<file path="src/rtl/stage2_pkg.sv">
// -----------------------------------------------------------------------------
// stage2_pkg
// Constants and types shared by the stage-2 bank writer and the stage-2 reader.
// Both sides take the frame geometry from here, so the order the writer fills
// the banks and the order the reader walks them cannot drift apart.
//   DATA_W      width of one operand word
//   N_BANKS     number of banks, one per multiplication pass
//   BANK_DEPTH  words per bank
//   ADDR_W      word address width within a bank
//   BANK_W      bank select width
//   LAST_ADDR   final word address inside a bank
//   LAST_BANK   final bank index of a frame
// -----------------------------------------------------------------------------
package stage2_pkg;

    localparam int DATA_W     = 16;
    localparam int N_BANKS    = 4;
    localparam int BANK_DEPTH = 36;
    localparam int ADDR_W     = 6;
    localparam int BANK_W     = 2;

    localparam int LAST_ADDR  = BANK_DEPTH - 1;
    localparam int LAST_BANK  = N_BANKS - 1;

    // Writer frame state.
    typedef enum logic [1:0] {
        FILL  = 2'd0,   // accepting words of the current frame
        FLUSH = 2'd1,   // last word's write is on the port
        READY = 2'd2    // full frame stored, waiting for the reader
    } wr_state_t;

endpackage

</file>
<file path="src/rtl/bank_addr_counter.sv">
// -----------------------------------------------------------------------------
// bank_addr_counter
// Bank-major position counter over a frame of N_BANKS x BANK_DEPTH words:
// the address runs 0..BANK_DEPTH-1, then wraps to 0 while the bank steps.
// After the last word of the last bank both fields return to 0, ready for the
// next frame. Shared by the writer and the reader of the stage-2 banks.
// Ports
//   clk     in   clock, rising edge
//   clr_i   in   synchronous clear to bank 0 / addr 0 (wins over inc_i)
//   inc_i   in   advance one word
//   bank_o  out  current bank
//   addr_o  out  current word address within the bank
//   last_o  out  current position is the final word of the frame
// -----------------------------------------------------------------------------
module bank_addr_counter
    import stage2_pkg::*;
#(
    parameter int N_BANKS_P    = N_BANKS,
    parameter int BANK_DEPTH_P = BANK_DEPTH,
    parameter int ADDR_W_P     = ADDR_W,
    parameter int BANK_W_P     = BANK_W
) (
    input  logic                clk,
    input  logic                clr_i,
    input  logic                inc_i,
    output logic [BANK_W_P-1:0] bank_o,
    output logic [ADDR_W_P-1:0] addr_o,
    output logic                last_o
);

    localparam logic [ADDR_W_P-1:0] ADDR_LAST = ADDR_W_P'(BANK_DEPTH_P - 1);
    localparam logic [BANK_W_P-1:0] BANK_LAST = BANK_W_P'(N_BANKS_P - 1);

    logic [BANK_W_P-1:0] bank_q, bank_d;
    logic [ADDR_W_P-1:0] addr_q, addr_d;
    logic                addr_wrap;

    assign addr_wrap = (addr_q == ADDR_LAST);
    assign last_o    = addr_wrap && (bank_q == BANK_LAST);

    always_comb begin
        bank_d = bank_q;
        addr_d = addr_q;
        if (clr_i) begin
            bank_d = '0;
            addr_d = '0;
        end else if (inc_i) begin
            if (last_o) begin
                // End of frame: both fields restart, so the bank never
                // counts past the last one.
                bank_d = '0;
                addr_d = '0;
            end else if (addr_wrap) begin
                bank_d = bank_q + BANK_W_P'(1);
                addr_d = '0;
            end else begin
                addr_d = addr_q + ADDR_W_P'(1);
            end
        end
    end

    // NOTE: state registers use non-blocking assignments so every flop in the
    // design samples the pre-edge value of its inputs, independent of the
    // order in which the simulator evaluates always blocks.
    always_ff @(posedge clk) begin
        bank_q <= bank_d;
        addr_q <= addr_d;
    end

    assign bank_o = bank_q;
    assign addr_o = addr_q;

endmodule

</file>
<file path="src/rtl/stage2_bank_writer.sv">
// -----------------------------------------------------------------------------
// stage2_bank_writer
// Write side of the stage-2 operand banks. Takes a valid/ready word stream and
// stores it bank-major (bank 0 addr 0..35, then bank 1, ...), which is the
// order the stage-2 control FSM reads it back. Once the final word is written
// it raises data_rdy and refuses further input until stage 2 reports
// data_done, so a frame is never overwritten while it is being read.
// Ports
//   clk        in   clock, rising edge
//   reset      in   synchronous, active-high
//   in_valid   in   upstream word valid
//   in_data    in   upstream word
//   in_ready   out  a word can be accepted this cycle (state only)
//   wr_en      out  bank write strobe, one cycle after the accept
//   wr_bank    out  bank select of the write
//   wr_addr    out  word address of the write
//   wr_data    out  write data
//   data_rdy   out  full frame stored, stage 2 may start
//   data_done  in   stage 2 finished reading the frame
// -----------------------------------------------------------------------------
module stage2_bank_writer
    import stage2_pkg::*;
#(
    parameter int DATA_W_P     = DATA_W,
    parameter int N_BANKS_P    = N_BANKS,
    parameter int BANK_DEPTH_P = BANK_DEPTH,
    parameter int ADDR_W_P     = ADDR_W,
    parameter int BANK_W_P     = BANK_W
) (
    input  logic                clk,
    input  logic                reset,
    input  logic                in_valid,
    input  logic [DATA_W_P-1:0] in_data,
    output logic                in_ready,
    output logic                wr_en,
    output logic [BANK_W_P-1:0] wr_bank,
    output logic [ADDR_W_P-1:0] wr_addr,
    output logic [DATA_W_P-1:0] wr_data,
    output logic                data_rdy,
    input  logic                data_done
);

    wr_state_t           state_q, state_d;
    logic                accept;
    logic [BANK_W_P-1:0] cnt_bank;
    logic [ADDR_W_P-1:0] cnt_addr;
    logic                cnt_last;

    logic                wr_en_q;
    logic [BANK_W_P-1:0] wr_bank_q;
    logic [ADDR_W_P-1:0] wr_addr_q;
    logic [DATA_W_P-1:0] wr_data_q;
    logic                data_rdy_q;

    // Ready is a function of state alone, so upstream may hold in_valid high
    // through FLUSH/READY and the word simply waits.
    assign in_ready = (state_q == FILL);
    assign accept   = in_valid && in_ready;

    // Reset doubles as the counter clear: a partial frame is discarded and
    // the next frame starts at bank 0, addr 0.
    bank_addr_counter #(
        .N_BANKS_P    (N_BANKS_P),
        .BANK_DEPTH_P (BANK_DEPTH_P),
        .ADDR_W_P     (ADDR_W_P),
        .BANK_W_P     (BANK_W_P)
    ) u_cnt (
        .clk    (clk),
        .clr_i  (reset),
        .inc_i  (accept),
        .bank_o (cnt_bank),
        .addr_o (cnt_addr),
        .last_o (cnt_last)
    );

    // NOTE: every signal written here gets a default before any branch, so no
    // path leaves it unassigned and no latch is inferred.
    always_comb begin
        state_d = state_q;
        unique case (state_q)
            FILL:    if (accept && cnt_last) state_d = FLUSH;
            FLUSH:   state_d = READY;
            // data_done only matters here; a stale level seen in FILL or
            // FLUSH cannot skip a frame.
            READY:   if (data_done) state_d = FILL;
            default: state_d = FILL;
        endcase
    end

    always_ff @(posedge clk) begin
        if (reset) begin
            state_q    <= FILL;
            data_rdy_q <= 1'b0;
        end else begin
            state_q    <= state_d;
            // Registered copy of (state == READY): rises one cycle after the
            // last write strobe, drops the cycle after data_done.
            data_rdy_q <= (state_d == READY);
        end
    end

    // Write port: an accept in cycle t is presented in cycle t+1. Address and
    // data hold their last value while wr_en is low.
    // NOTE: the write datapath is reset too, not only the strobe, because the
    // port must read all-zero after reset rather than stale frame contents.
    always_ff @(posedge clk) begin
        if (reset) begin
            wr_en_q   <= 1'b0;
            wr_bank_q <= '0;
            wr_addr_q <= '0;
            wr_data_q <= '0;
        end else begin
            wr_en_q <= accept;
            if (accept) begin
                wr_bank_q <= cnt_bank;
                wr_addr_q <= cnt_addr;
                wr_data_q <= in_data;
            end
        end
    end

    assign wr_en    = wr_en_q;
    assign wr_bank  = wr_bank_q;
    assign wr_addr  = wr_addr_q;
    assign wr_data  = wr_data_q;
    assign data_rdy = data_rdy_q;

endmodule

</file>
<file path="config.mk">
export PLATFORM = sky130hd
export DESIGN_NAME = stage2_bank_writer
export DESIGN_NICKNAME = d
export VERILOG_FILES = /design/src/rtl/stage2_pkg.sv /design/src/rtl/bank_addr_counter.sv /design/src/rtl/stage2_bank_writer.sv
export SDC_FILE = /design/constraint.sdc
export NUM_CORES = 1
export LEC_CHECK = 0
export CAP_MARGIN = 20
export CORE_MARGIN = 1.5
export CORE_UTILIZATION = 44
export CTS_CLUSTER_SIZE = 28
export DETAILED_ROUTE_END_ITERATION = 12
export GPL_TIMING_DRIVEN = 0
export PLACE_DENSITY = 0.76
export SETUP_SLACK_MARGIN = 0.3
export SLEW_MARGIN = 30
export SYNTH_ARGS = -nofsm -noshare
export SYNTH_HDL_FRONTEND = slang
export SYNTH_SLANG_ARGS = --single-unit
</file>
<file path="constraint.sdc">
create_clock -name clk -period 2 [get_ports clk]
set_input_delay 0.5 -clock clk [delete_from_list [all_inputs] [get_ports clk]]
set_output_delay 0.5 -clock clk [all_outputs]
set_load 0.03 [all_outputs]
</file>
==> results.ini <==
[finish]
fin_area_sq_um=1920
fillers=241
area_growth_pct=43.5
fin_nets=241
diodes=0
multiInputGateArea_sq_um=591
register_area_sq_um=726
drive_above_1_share_pct=10.9

[route]
via_count=1317
remaining_drc_errors=4
firstDrtPassIters=10
wire_per_inst_um=13.6
ant_nets=0
via_per_inst=5.25
routed_wl_mm=3.41
dr.first_iter.drc_count=54

[run]
drv_cap=0

[clock_tree]
cts_tree=done
h-tree-depth=2
path_clk_slew_ns=0.11
clkLatencyLatePin_ns=0.35
clockBufferDepth=2
numClockSinks=36
cts_buffers=5
cts_root_buf=clkbuf_4
cts_hold_buf=0

[global_route]
grt_pass1_vias=1272
grt_pass1_wl_mm=5.62
antenna_found_initial=0
grt_start_max_net_pins=12
grt_use_total_pct=21.9
grt-ovfl-total=0

[sta]
hold_slack_ns=0.458
hold_viol=0
rsz0062_at_grt=yes
finalCriticalPeriod_ns=1.65
period_share_pct=82.3
relSlewSlack_pct=52.7
slew_violations=0
clock_skew_ns=0.0142
finalSetupViolations=0
worst_pin_slew_ns=0.699
fmax_ghz=0.607

[logic_synthesis]
yosys_warnings=0
synth_area_sq_um=1340
syn_inst=163
synth.area.top_cells=dfxtp_1, nand2_1, a21oi_1, clkbuf_1, nor2_1
avgSynthCellArea_sq_um=8.23
synth_nets=185
synth_cell_types=25
synth_commonest_cells=nand2_1, dfxtp_1, a21oi_1
synth_ff_type=dfxtp_1
netlist.area_leader.share_pct=53.7
yosysTopAreaCell=dfxtp_1
yosysMostFrequentCell=nand2_1
synth_edf_count=0
ys_ff_latch=36
ys_seq_area_share_pct=53.7
synth-async-reset-ratio_pct=0

[outcome]
violations=DRC
outcome=complete, but fails checks

[worst_setup_path]
cp.buffers_inverters=1
crit_fanout=5
end_kind=flop
path_delay_family=simple AND/OR/NAND/NOR gates
required_ns=2.28
crit_type=flop to flop
max_stage_delay_ns=0.50
start_kind=flop
cpMaxStageDelayCell=or4_4
path_cells=or3b_4 > buf_6 > or4_4 > a31oi_1
worstPathArrival_ns=1.93

[floorplan]
initial_core_util_pct=47.4
die_h_um=58.2
dieArea_sq_um=3390
design.core.area_sq_um=2830
floorplan.rows=19
dieWidth_um=58.2
ioPinCount=47

[hold_path]
hp-class=flop to flop

[placed_design]
place_congestion=0.802
place_area_sq_um=1830
dp_hpwl_mm=2.31
portBuffers=45

[pwr]
vdd_drop_max_mv=0.622
p_leak_nw=0.827
cellPowerDensity_nw_per_um2=747
finalPower_mw=1.44

==> final timing paths <==
path	from	endpoint	slack, ns	cells past startpoint
max reg2reg	state_q[1]	u_cnt.addr_o[5]	0.35	4
max	state_q[1]	u_cnt.addr_o[5]	0.35	4
min reg2reg	wr_data[13]	wr_data[13]	0.46	2
min	wr_data[13]	wr_data[13]	0.46	2
==> cells in the final DEF, fill, tap and decap left out, types with 2 or more instances in the layout <==
master	Yosys	layout
nand2_1	54	54
dfxtp_1	36	34
a21oi_1	30	30
dlygate4sd2_1	0	27
clkdlybuf4s50_1	0	17
nor2_1	7	7
clkbuf_1	9	6
clkbuf_2	0	5
clkbuf_4	0	5
buf_4	0	3
nor4b_1	2	2
nand4_1	2	2
o31ai_1	2	2
nand3_1	2	2
o21ai_0	2	2
ha_1	2	2
==> kinds of logic after synthesis <==
logic type	Yosys count	synth area share, %
DFF	36	53.7
adders and majority gates	2	1.87
and+or+nand+nor	75	24.8
buffers and inverters	11	3.17
AOI/OAI and AO/OA	37	14.8
muxes	2	1.59
==> report_power, final <==
group | total (mW) | switching, mW | leakage [nW] | internal (mW)
Sequential | 0.752 | 0.0136 | 0.295 | 0.739
Clock | 0.505 | 0.243 | 0.0422 | 0.262
Combinational | 0.180 | 0.103 | 0.490 | 0.0766
==> sequential cells by signal (all words and copies together), names as in the netlist <==
register and flops:
wr_data 16, u_cnt.addr_o 6, wr_addr 6, state_q 2, u_cnt.bank_o 2, wr_bank 2
data_rdy 1, wr_en 1
==> repair_timing <==
action                                  CTS  global route
gates cloned                              1             0
setup buffers                             2             1
endpoints found under the hold margin     0             0
gates resized for setup                  36             6
endpoints found under the setup margin   57             3
pin swaps                                 1             1
==> tightest hold or removal path, delay by kind of cell, from the launching register on <==
family	cells	cell delay, ns
AOI/OAI and AO/OA	1	0.05
DFF	1	0.32
and+or+nand+nor	1	0.05
==> layer usage <==
metal / GRT usage [%] / vias up / routed length [um] / part of all wire [%]
li1: - / 664 / - / -
met1: 24.7 / 599 / 1380 / 41
met2: 37.7 / 51 / 1760 / 52
met3: 8.04 / 3 / 242 / 7.1
met4: 7.97 / 0 / 25 / 0.73
met5: 0 / - / 0 / 0
==> cell type report <==
| cell class | instances | area share (%) |
|---|---|---|
| timing repair buffer | 49 | 22.8 |
| inverter | 1 | 0.195 |
| buffer | 10 | 2.60 |
| clock buffer | 6 | 2.15 |
| clock inverter | 2 | 1.82 |
| sequential | 36 | 37.7 |
| tap | 31 | 2.02 |
| multi-input combinational | 116 | 30.7 |
==> metrics by stage <==
stage          setup WS (ns)  TNS (ns)  util [%]  cells
2_1_floorplan          0.315         0         -    163
4_1_cts                0.266         0      67.6    250
3_5_place_dp          -0.269     -5.92      64.7    239
5_1_grt                0.288         0      68.0    251
3_3_place_gp          -0.245     -5.11      64.7    239
6_report               0.353         0      68.0    251
Power figures use the tool's default switching activity.
